File: config.mk
export PLATFORM = sky130hd
export DESIGN_NAME = mips_inst_encoder
export DESIGN_NICKNAME = d
export VERILOG_FILES = /design/src/rtl/mips_inst_encoder.sv
export SDC_FILE = /design/constraint.sdc
export NUM_CORES = 1
export LEC_CHECK = 0
export ABC_AREA = 1
export CAP_MARGIN = 20
export CORE_ASPECT_RATIO = 1.4
export CORE_MARGIN = 8
export CORE_UTILIZATION = 49
export CTS_BUF_LIST = sky130_fd_sc_hd__clkbuf_2
export DETAILED_ROUTE_END_ITERATION = 10
export PLACE_DENSITY = 0.92
export SYNTH_ARGS = -nofsm -noshare
export SYNTH_HDL_FRONTEND = slang
export SYNTH_SLANG_ARGS = --single-unit
File: constraint.sdc
create_clock -name clk -period 5 [get_ports clk]
set_input_delay 0.75 -clock clk [delete_from_list [all_inputs] [get_ports clk]]
set_output_delay 0.75 -clock clk [all_outputs]
set_load 0.01 [all_outputs]
File: src/rtl/mips_inst_encoder.sv
// Streaming MIPS encoder: mnemonic + operand fields in, one registered 32-bit
// machine word out with a sequential instruction-memory word address.
module mips_inst_encoder #(
  parameter int AW = 8
) (
  input  logic          clk,
  input  logic          reset,
  input  logic          restart,
  input  logic          in_valid,
  output logic          in_ready,
  input  logic [4:0]    mnem,
  input  logic [4:0]    rs,
  input  logic [4:0]    rt,
  input  logic [4:0]    rd,
  input  logic [4:0]    sa,
  input  logic [15:0]   imm,
  input  logic [25:0]   target,
  output logic          out_valid,
  input  logic          out_ready,
  output logic [31:0]   out_data,
  output logic [AW-1:0] out_addr,
  output logic          err,
  output logic [AW:0]   count
);

  localparam logic [4:0] M_ADD  = 5'd0;
  localparam logic [4:0] M_SUB  = 5'd1;
  localparam logic [4:0] M_AND  = 5'd2;
  localparam logic [4:0] M_OR   = 5'd3;
  localparam logic [4:0] M_XOR  = 5'd4;
  localparam logic [4:0] M_SLL  = 5'd5;
  localparam logic [4:0] M_SRL  = 5'd6;
  localparam logic [4:0] M_SRA  = 5'd7;
  localparam logic [4:0] M_JR   = 5'd8;
  localparam logic [4:0] M_ADDI = 5'd9;
  localparam logic [4:0] M_ANDI = 5'd10;
  localparam logic [4:0] M_ORI  = 5'd11;
  localparam logic [4:0] M_XORI = 5'd12;
  localparam logic [4:0] M_LW   = 5'd13;
  localparam logic [4:0] M_SW   = 5'd14;
  localparam logic [4:0] M_BEQ  = 5'd15;
  localparam logic [4:0] M_BNE  = 5'd16;
  localparam logic [4:0] M_LUI  = 5'd17;
  localparam logic [4:0] M_J    = 5'd18;
  localparam logic [4:0] M_JAL  = 5'd19;

  localparam logic [5:0] F_ADD = 6'b100000;
  localparam logic [5:0] F_SUB = 6'b100010;
  localparam logic [5:0] F_AND = 6'b100100;
  localparam logic [5:0] F_OR  = 6'b100101;
  localparam logic [5:0] F_XOR = 6'b100110;
  localparam logic [5:0] F_SLL = 6'b000000;
  localparam logic [5:0] F_SRL = 6'b000010;
  localparam logic [5:0] F_SRA = 6'b000011;
  localparam logic [5:0] F_JR  = 6'b001000;

  localparam logic [5:0] OP_RTYPE = 6'b000000;
  localparam logic [5:0] OP_ADDI  = 6'b001000;
  localparam logic [5:0] OP_ANDI  = 6'b001100;
  localparam logic [5:0] OP_ORI   = 6'b001101;
  localparam logic [5:0] OP_XORI  = 6'b001110;
  localparam logic [5:0] OP_LW    = 6'b100011;
  localparam logic [5:0] OP_SW    = 6'b101011;
  localparam logic [5:0] OP_BEQ   = 6'b000100;
  localparam logic [5:0] OP_BNE   = 6'b000101;
  localparam logic [5:0] OP_LUI   = 6'b001111;
  localparam logic [5:0] OP_J     = 6'b000010;
  localparam logic [5:0] OP_JAL   = 6'b000011;

  logic [31:0]   word_enc;
  logic          legal;

  logic          valid_q, valid_d;
  logic [31:0]   data_q, data_d;
  logic [AW-1:0] addr_q, addr_d;
  logic [AW:0]   count_q, count_d;
  logic          err_q, err_d;

  logic          accept, emit;

  // Field forcing happens here so the output stage only ever stores clean words.
  always_comb begin
    word_enc = '0;
    legal    = 1'b1;
    case (mnem)
      M_ADD:  word_enc = {OP_RTYPE, rs, rt, rd, 5'd0, F_ADD};
      M_SUB:  word_enc = {OP_RTYPE, rs, rt, rd, 5'd0, F_SUB};
      M_AND:  word_enc = {OP_RTYPE, rs, rt, rd, 5'd0, F_AND};
      M_OR:   word_enc = {OP_RTYPE, rs, rt, rd, 5'd0, F_OR};
      M_XOR:  word_enc = {OP_RTYPE, rs, rt, rd, 5'd0, F_XOR};
      M_SLL:  word_enc = {OP_RTYPE, 5'd0, rt, rd, sa, F_SLL};
      M_SRL:  word_enc = {OP_RTYPE, 5'd0, rt, rd, sa, F_SRL};
      M_SRA:  word_enc = {OP_RTYPE, 5'd0, rt, rd, sa, F_SRA};
      M_JR:   word_enc = {OP_RTYPE, rs, 5'd0, 5'd0, 5'd0, F_JR};
      M_ADDI: word_enc = {OP_ADDI, rs, rt, imm};
      M_ANDI: word_enc = {OP_ANDI, rs, rt, imm};
      M_ORI:  word_enc = {OP_ORI, rs, rt, imm};
      M_XORI: word_enc = {OP_XORI, rs, rt, imm};
      M_LW:   word_enc = {OP_LW, rs, rt, imm};
      M_SW:   word_enc = {OP_SW, rs, rt, imm};
      M_BEQ:  word_enc = {OP_BEQ, rs, rt, imm};
      M_BNE:  word_enc = {OP_BNE, rs, rt, imm};
      M_LUI:  word_enc = {OP_LUI, 5'd0, rt, imm};
      M_J:    word_enc = {OP_J, target};
      M_JAL:  word_enc = {OP_JAL, target};
      default: legal = 1'b0;
    endcase
  end

  assign in_ready = ~reset & ~restart & (~valid_q | out_ready);
  assign accept   = in_valid & in_ready;
  assign emit     = valid_q & out_ready & ~restart;

  always_comb begin
    valid_d = valid_q;
    data_d  = data_q;
    addr_d  = addr_q;
    count_d = count_q;
    err_d   = err_q;
    if (restart) begin
      valid_d = 1'b0;
      data_d  = '0;
      addr_d  = '0;
      count_d = '0;
      err_d   = 1'b0;
    end else begin
      if (emit) begin
        valid_d = 1'b0;
        addr_d  = addr_q + AW'(1);
        if (count_q != '1) begin
          count_d = count_q + (AW+1)'(1);
        end
      end
      // A same-cycle legal accept overrides the emit's clear of valid.
      if (accept && legal) begin
        valid_d = 1'b1;
        data_d  = word_enc;
      end
      if (accept && !legal) begin
        err_d = 1'b1;
      end
    end
  end

  always_ff @(posedge clk or posedge reset) begin
    if (reset) begin
      valid_q <= 1'b0;
      data_q  <= '0;
      addr_q  <= '0;
      count_q <= '0;
      err_q   <= 1'b0;
    end else begin
      valid_q <= valid_d;
      data_q  <= data_d;
      addr_q  <= addr_d;
      count_q <= count_d;
      err_q   <= err_d;
    end
  end

  assign out_valid = valid_q;
  assign out_data  = data_q;
  assign out_addr  = addr_q;
  assign count     = count_q;
  assign err       = err_q;

endmodule

## Word level (Yosys, flattened, before mapping)

Cells that the tools add are included.

| word-level totals | value |
|---|---|
| register bits after elaboration | 51 |
| input port bits | 72 |
| output and inout port bits | 52 |

| cells by class | value |
|---|---|
| add/subtract/negate cells | 2 |
| eq/ne operators | 20 |
| mux-type cells | 14 |
| bitwise logic cells | 9 |
| reduce and logical (&&, ||, !) cells | 11 |

Operators by type and width:

| operator | count |
|---|---|
| 32-bit one-hot mux with 20 select lines | 1 |
| 32-bit two-way mux | 2 |
| 5-bit by 4-bit == test with 1-bit output (second input constant) | 8 |
| 9-bit two-way mux | 3 |
| 5-bit by 3-bit == test with 1-bit output (second input constant) | 4 |
| 5-bit == test (second input constant) | 4 |
| 20-bit OR reduction | 1 |
| 8-bit two-way mux | 2 |
| 5-bit by 2-bit == test with 1-bit output (second input constant) | 2 |
| 9-bit by 1-bit adder with 9-bit output (second input constant) | 1 |
| 9-bit inequality test (second input constant) | 1 |
| 8-bit by 1-bit adder with 8-bit output (second input constant) | 1 |
| 2-bit nonzero test | 4 |
| 1-bit two-way mux | 6 |
| 1-bit AND | 5 |
| 5-bit by 1-bit == test with 1-bit output (second input constant) | 1 |
| 5-bit logical NOT | 1 |
| 1-bit NOT | 3 |
| 3-bit nonzero test | 1 |
| 1-bit logical AND | 2 |
| 2-bit AND reduction | 1 |
| 1-bit logical NOT | 1 |
| 1-bit OR | 1 |

## Longest topological paths before layout

| logic depth | value |
|---|---|
| depth after elaboration | 7 |
| depth in mapped cells | 13 |

## Least setup slack after synthesis

Ideal clock, no wire load.

| path | value |
|---|---|
| path type | in2reg |
| start point | input reset |
| end point | register data_q[27], in the netlist out_data[27] |
| library setup time | 0.121 ns |
| data arrival time | 2.644 ns |
| data required time | 4.879 ns |
| slack | 2.235 ns |
| cell stages on the path | 7 |
| path buffers | 1 |
| cells stage by stage | inv_1 > nand4_1 > nor2_4 > nor2_4 > buf_4 > nand2_1 > o21ai_1 |

| between the ends | value |
|---|---|
| word-level cells in the longest chain between the ends | 6 |

RTL lines:

| item | RTL line | RTL |
|---|---|---|
| from (decl) | 7 | `input logic reset,` |
| 1-bit NOT | 110 | `assign in_ready = ~reset & ~restart & (~valid_q \| out_ready);` |
| 1-bit AND (2 in a row) | 110 |  |
| 1-bit AND | 111 | `assign accept = in_valid & in_ready;` |
| 1-bit logical AND | 135 | `if (accept && legal) begin` |
| 2-bit nonzero test (no source line) | n/a |  |
| to (signal assigned) | 154 | `data_q <= data_d;` |
| to (decl) | 74 | `logic [31:0] data_q, data_d;` |

No other way between the ends.
A chain may end at the register's enable or synchronous reset.

## Worst setup path after layout

| path | value |
|---|---|
| start point | input restart |
| end point | output in_ready |

| between the ends | value |
|---|---|
| word-level cells in the longest chain between the ends | 3 |

RTL lines:

| item | RTL line | RTL |
|---|---|---|
| from (decl) | 8 | `input logic restart,` |
| 1-bit NOT | 110 |  |
| 1-bit AND (2 in a row) | 110 |  |
| to (decl) | 10 | `output logic in_ready,` |

No other way between the ends.

==> reports/qor.yml <==
status:
  status: "completed"
power_and_ir_drop:
  cellLeakagePower_nw: 2.22
  netSwitchingPower_mw: 0.217
  swShare_pct: 29.1
  total_power_mw: 0.747
  power.internal_mw: 0.530
  pwr-share-comb_pct: 22.7
  seqPwrFrac_pct: 55.9
  ir_worst_vdd_mv: 0.101
  power_density_nw_per_um2: 173
  p_clk_share_pct: 21.4
worst_setup_path:
  ff2ff_setup_slack_ns: 2.97
  crit_type: "primary input to output port"
  rr_worst_depth: 13
  crit_top_cell: "clkdlybuf4s50_1"
  regToRegEndpoint: "count[5]"
  timing.rr.start: "count[1]"
  crit_arrival_ns: 2.55
  path_max_fanout: 21
  max_stage_delay_ns: 0.56
  crit_path_cell_trace: "clkdlybuf4s50_1, inv_1, nand2_1, nor2_1, clkdlybuf4s50_1"
  critPathSlowestCell: "clkdlybuf4s50_1"
  end_kind: "output port"
  required_ns: 4.25
  start_kind: "primary input"
clocking:
  cts.htree.levels: 2
  cts_tree: "yes"
  clk_pin_slew_ns: 0.22
  cts_resized: 0
  clock_path_buffers: 2
  clockRootBuffer: "clkbuf_2"
  clk_latency_ns: 0.43
  cts_num_sinks: 50
  cts_buffers: 5
  hold_buffers: 0
  cts_setup_buffers: 0
floorplanning:
  num_io_pins: 124
  dieArea_um2: 9140
  row_count: 34
  die-width_um: 83.1
  start_util_pct: 50.1
  core_area_um2: 6170
  die-height_um: 110
logic_synthesis:
  syn_area_um2: 3090
  synth_cells: 449
  syn_area_per_cell_um2: 6.89
  synth_cell_types: 27
  yosysSeqAreaShare_pct: 40.5
  synth_fp_nets: 524
  synth_seq_cells: 50
  synth_warnings: 0
routing:
  first_pass_iters: 5
  drc: 0
  dr_total_vias: 3241
  drt.antenna.violating_nets: 0
  drtIter0Drc: 151
  wl_per_cell_um: 14.3
  routed_via_density: 5.07
  route.final.wire_length_mm: 9.11
finish:
  final_common_cell: "nand2_1"
  diodes: 0
  layout_common_cells: "nand2_1, clkdlybuf4s50_1, inv_1"
  fill_cells: 507
  finalNetCount: 641
  area_growth_pct: 39.7
  drive_gt1_share_pct: 6.53
  final_cell_area_um2: 4320
sta:
  timing.final.ws_setup_ns: 1.70
  period_minus_slack_ns: 3.30
  maxSlewHeadroom_pct: 48.6
  rsz0062_at_grt: "no"
  hold_violations: 0
  min_period_over_period_pct: 66.0
  worst_pin_slew_ns: 0.770
  fin_skew_ns: 0.0238
  hold_slack_ns: 0.513
  max_freq_mhz: 303
  finalSetupViolCount: 0
  drv_slew: 0
  fin_setup_tns_ns: 0
grt:
  grt_max_degree: 51
  antenna_found_initial: 0
  grt_pass1_wl_mm: 15.3
  gr-total-overflow: 0
  grtUsageTotal_pct: 19.9
  grt_pass1_vias: 3322
min_path:
  hold_depth: 2
  worstHoldStart: "out_data[0]"
  hold_path.class: "register to register"
  holdPathEnd: "out_data[0]"
placed_design:
  placed_cell_area_um2: 4280
  dp_hpwl_mm: 7.35
  io_buffers: 122
  gp_congestion: 0.846
  pre_cts_slack_ns: 1.72
job:
  maxCapViolCount: 0
[power groups by stage]
stage | clock (mW) | combinational (mW) | sequential, mW
CTS | 0.164 | 0.171 | 0.418
detailed placement | 0 | 0.171 | 0.424
global placement | 0 | 0.167 | 0.424
floorplan | 0 | 0.0790 | 0.428
global route | 0.180 | 0.187 | 0.419
finish | 0.160 | 0.170 | 0.418
[registers in the layout, summed over array words and instances, names as in the netlist]
signal     count
count          9
out_valid      1
out_addr       8
out_data      31
err            1
[routing by layer]
| metal | routed length [um] | vias up | global-route usage, % |
|---|---|---|---|
| li1 | - | 1610 | - |
| met1 | 3340 | 1478 | 19.5 |
| met2 | 4830 | 142 | 38.2 |
| met3 | 793 | 11 | 7.13 |
| met4 | 146 | 0 | 6.55 |
| met5 | 0 | - | 0 |
[cells by family (layout without fill, tap and decap cells)]
| family | Yosys count | in the layout | share of synthesized area [%] |
|---|---|---|---|
| compound gates | 36 | 36 | 6.19 |
| fa+ha+maj | 3 | 3 | 1.21 |
| buf+inv | 73 | 191 | 11.5 |
| flops | 50 | 50 | 40.5 |
| other cells | 1 | 1 | 0.121 |
| simple gates | 286 | 286 | 40.5 |
[synthesized netlist by cell type, drive strengths merged]
cell type,instances,area (um2)
nand2,199,775
inv,60,225
dfrtp,50,1250
nor2,42,200
nand3,34,213
o21ai,24,120
buf,10,90.1
a21oi,7,35.0
nand4,7,43.8
nor3,4,20.0
clkbuf,3,41.3
ha,3,37.5
o211ai,2,15.0
a22oi,1,7.51
a31oi,1,6.26
conb,1,3.75
o21a,1,7.51
[worst max-delay path by stage]
stage	from	to	slack [ns]	cells after the start
5_1_grt	restart	in_ready	1.59	5
4_1_cts	restart	in_ready	1.72	5
3_3_place_gp	restart	in_ready	1.77	5
6_report	restart	in_ready	1.70	5
3_5_place_dp	restart	in_ready	1.72	5
2_1_floorplan	reset	out_data[27]	2.24	7
[worst max-delay path, delay by kind of cell]
| kind | cells | cell delay [ns] |
|---|---|---|
| buf+inv | 3 | 1.54 |
| simple gates | 2 | 0.26 |
[metrics by stage]
| stage | std cells | util (%) |
|---|---|---|
| floorplan | 449 | - |
| global placement | 631 | 69.4 |
| detailed placement | 631 | 69.4 |
| CTS | 639 | 70.0 |
| global route | 639 | 70.0 |
| finish | 639 | 70.0 |
[final cells by class]
class                           instances  area, um2  area share [%]
Tap cell                               72       90.1            2.09
Inverter                               60        225            5.21
Sequential cell                        50       1250            29.0
Timing Repair Buffer                  123       1230            28.4
Clock buffer                            5       25.0           0.579
Multi-Input combinational cell        326       1480            34.3
Clock inverter                          3       16.3           0.376
(Power assumes the default switching activity.)
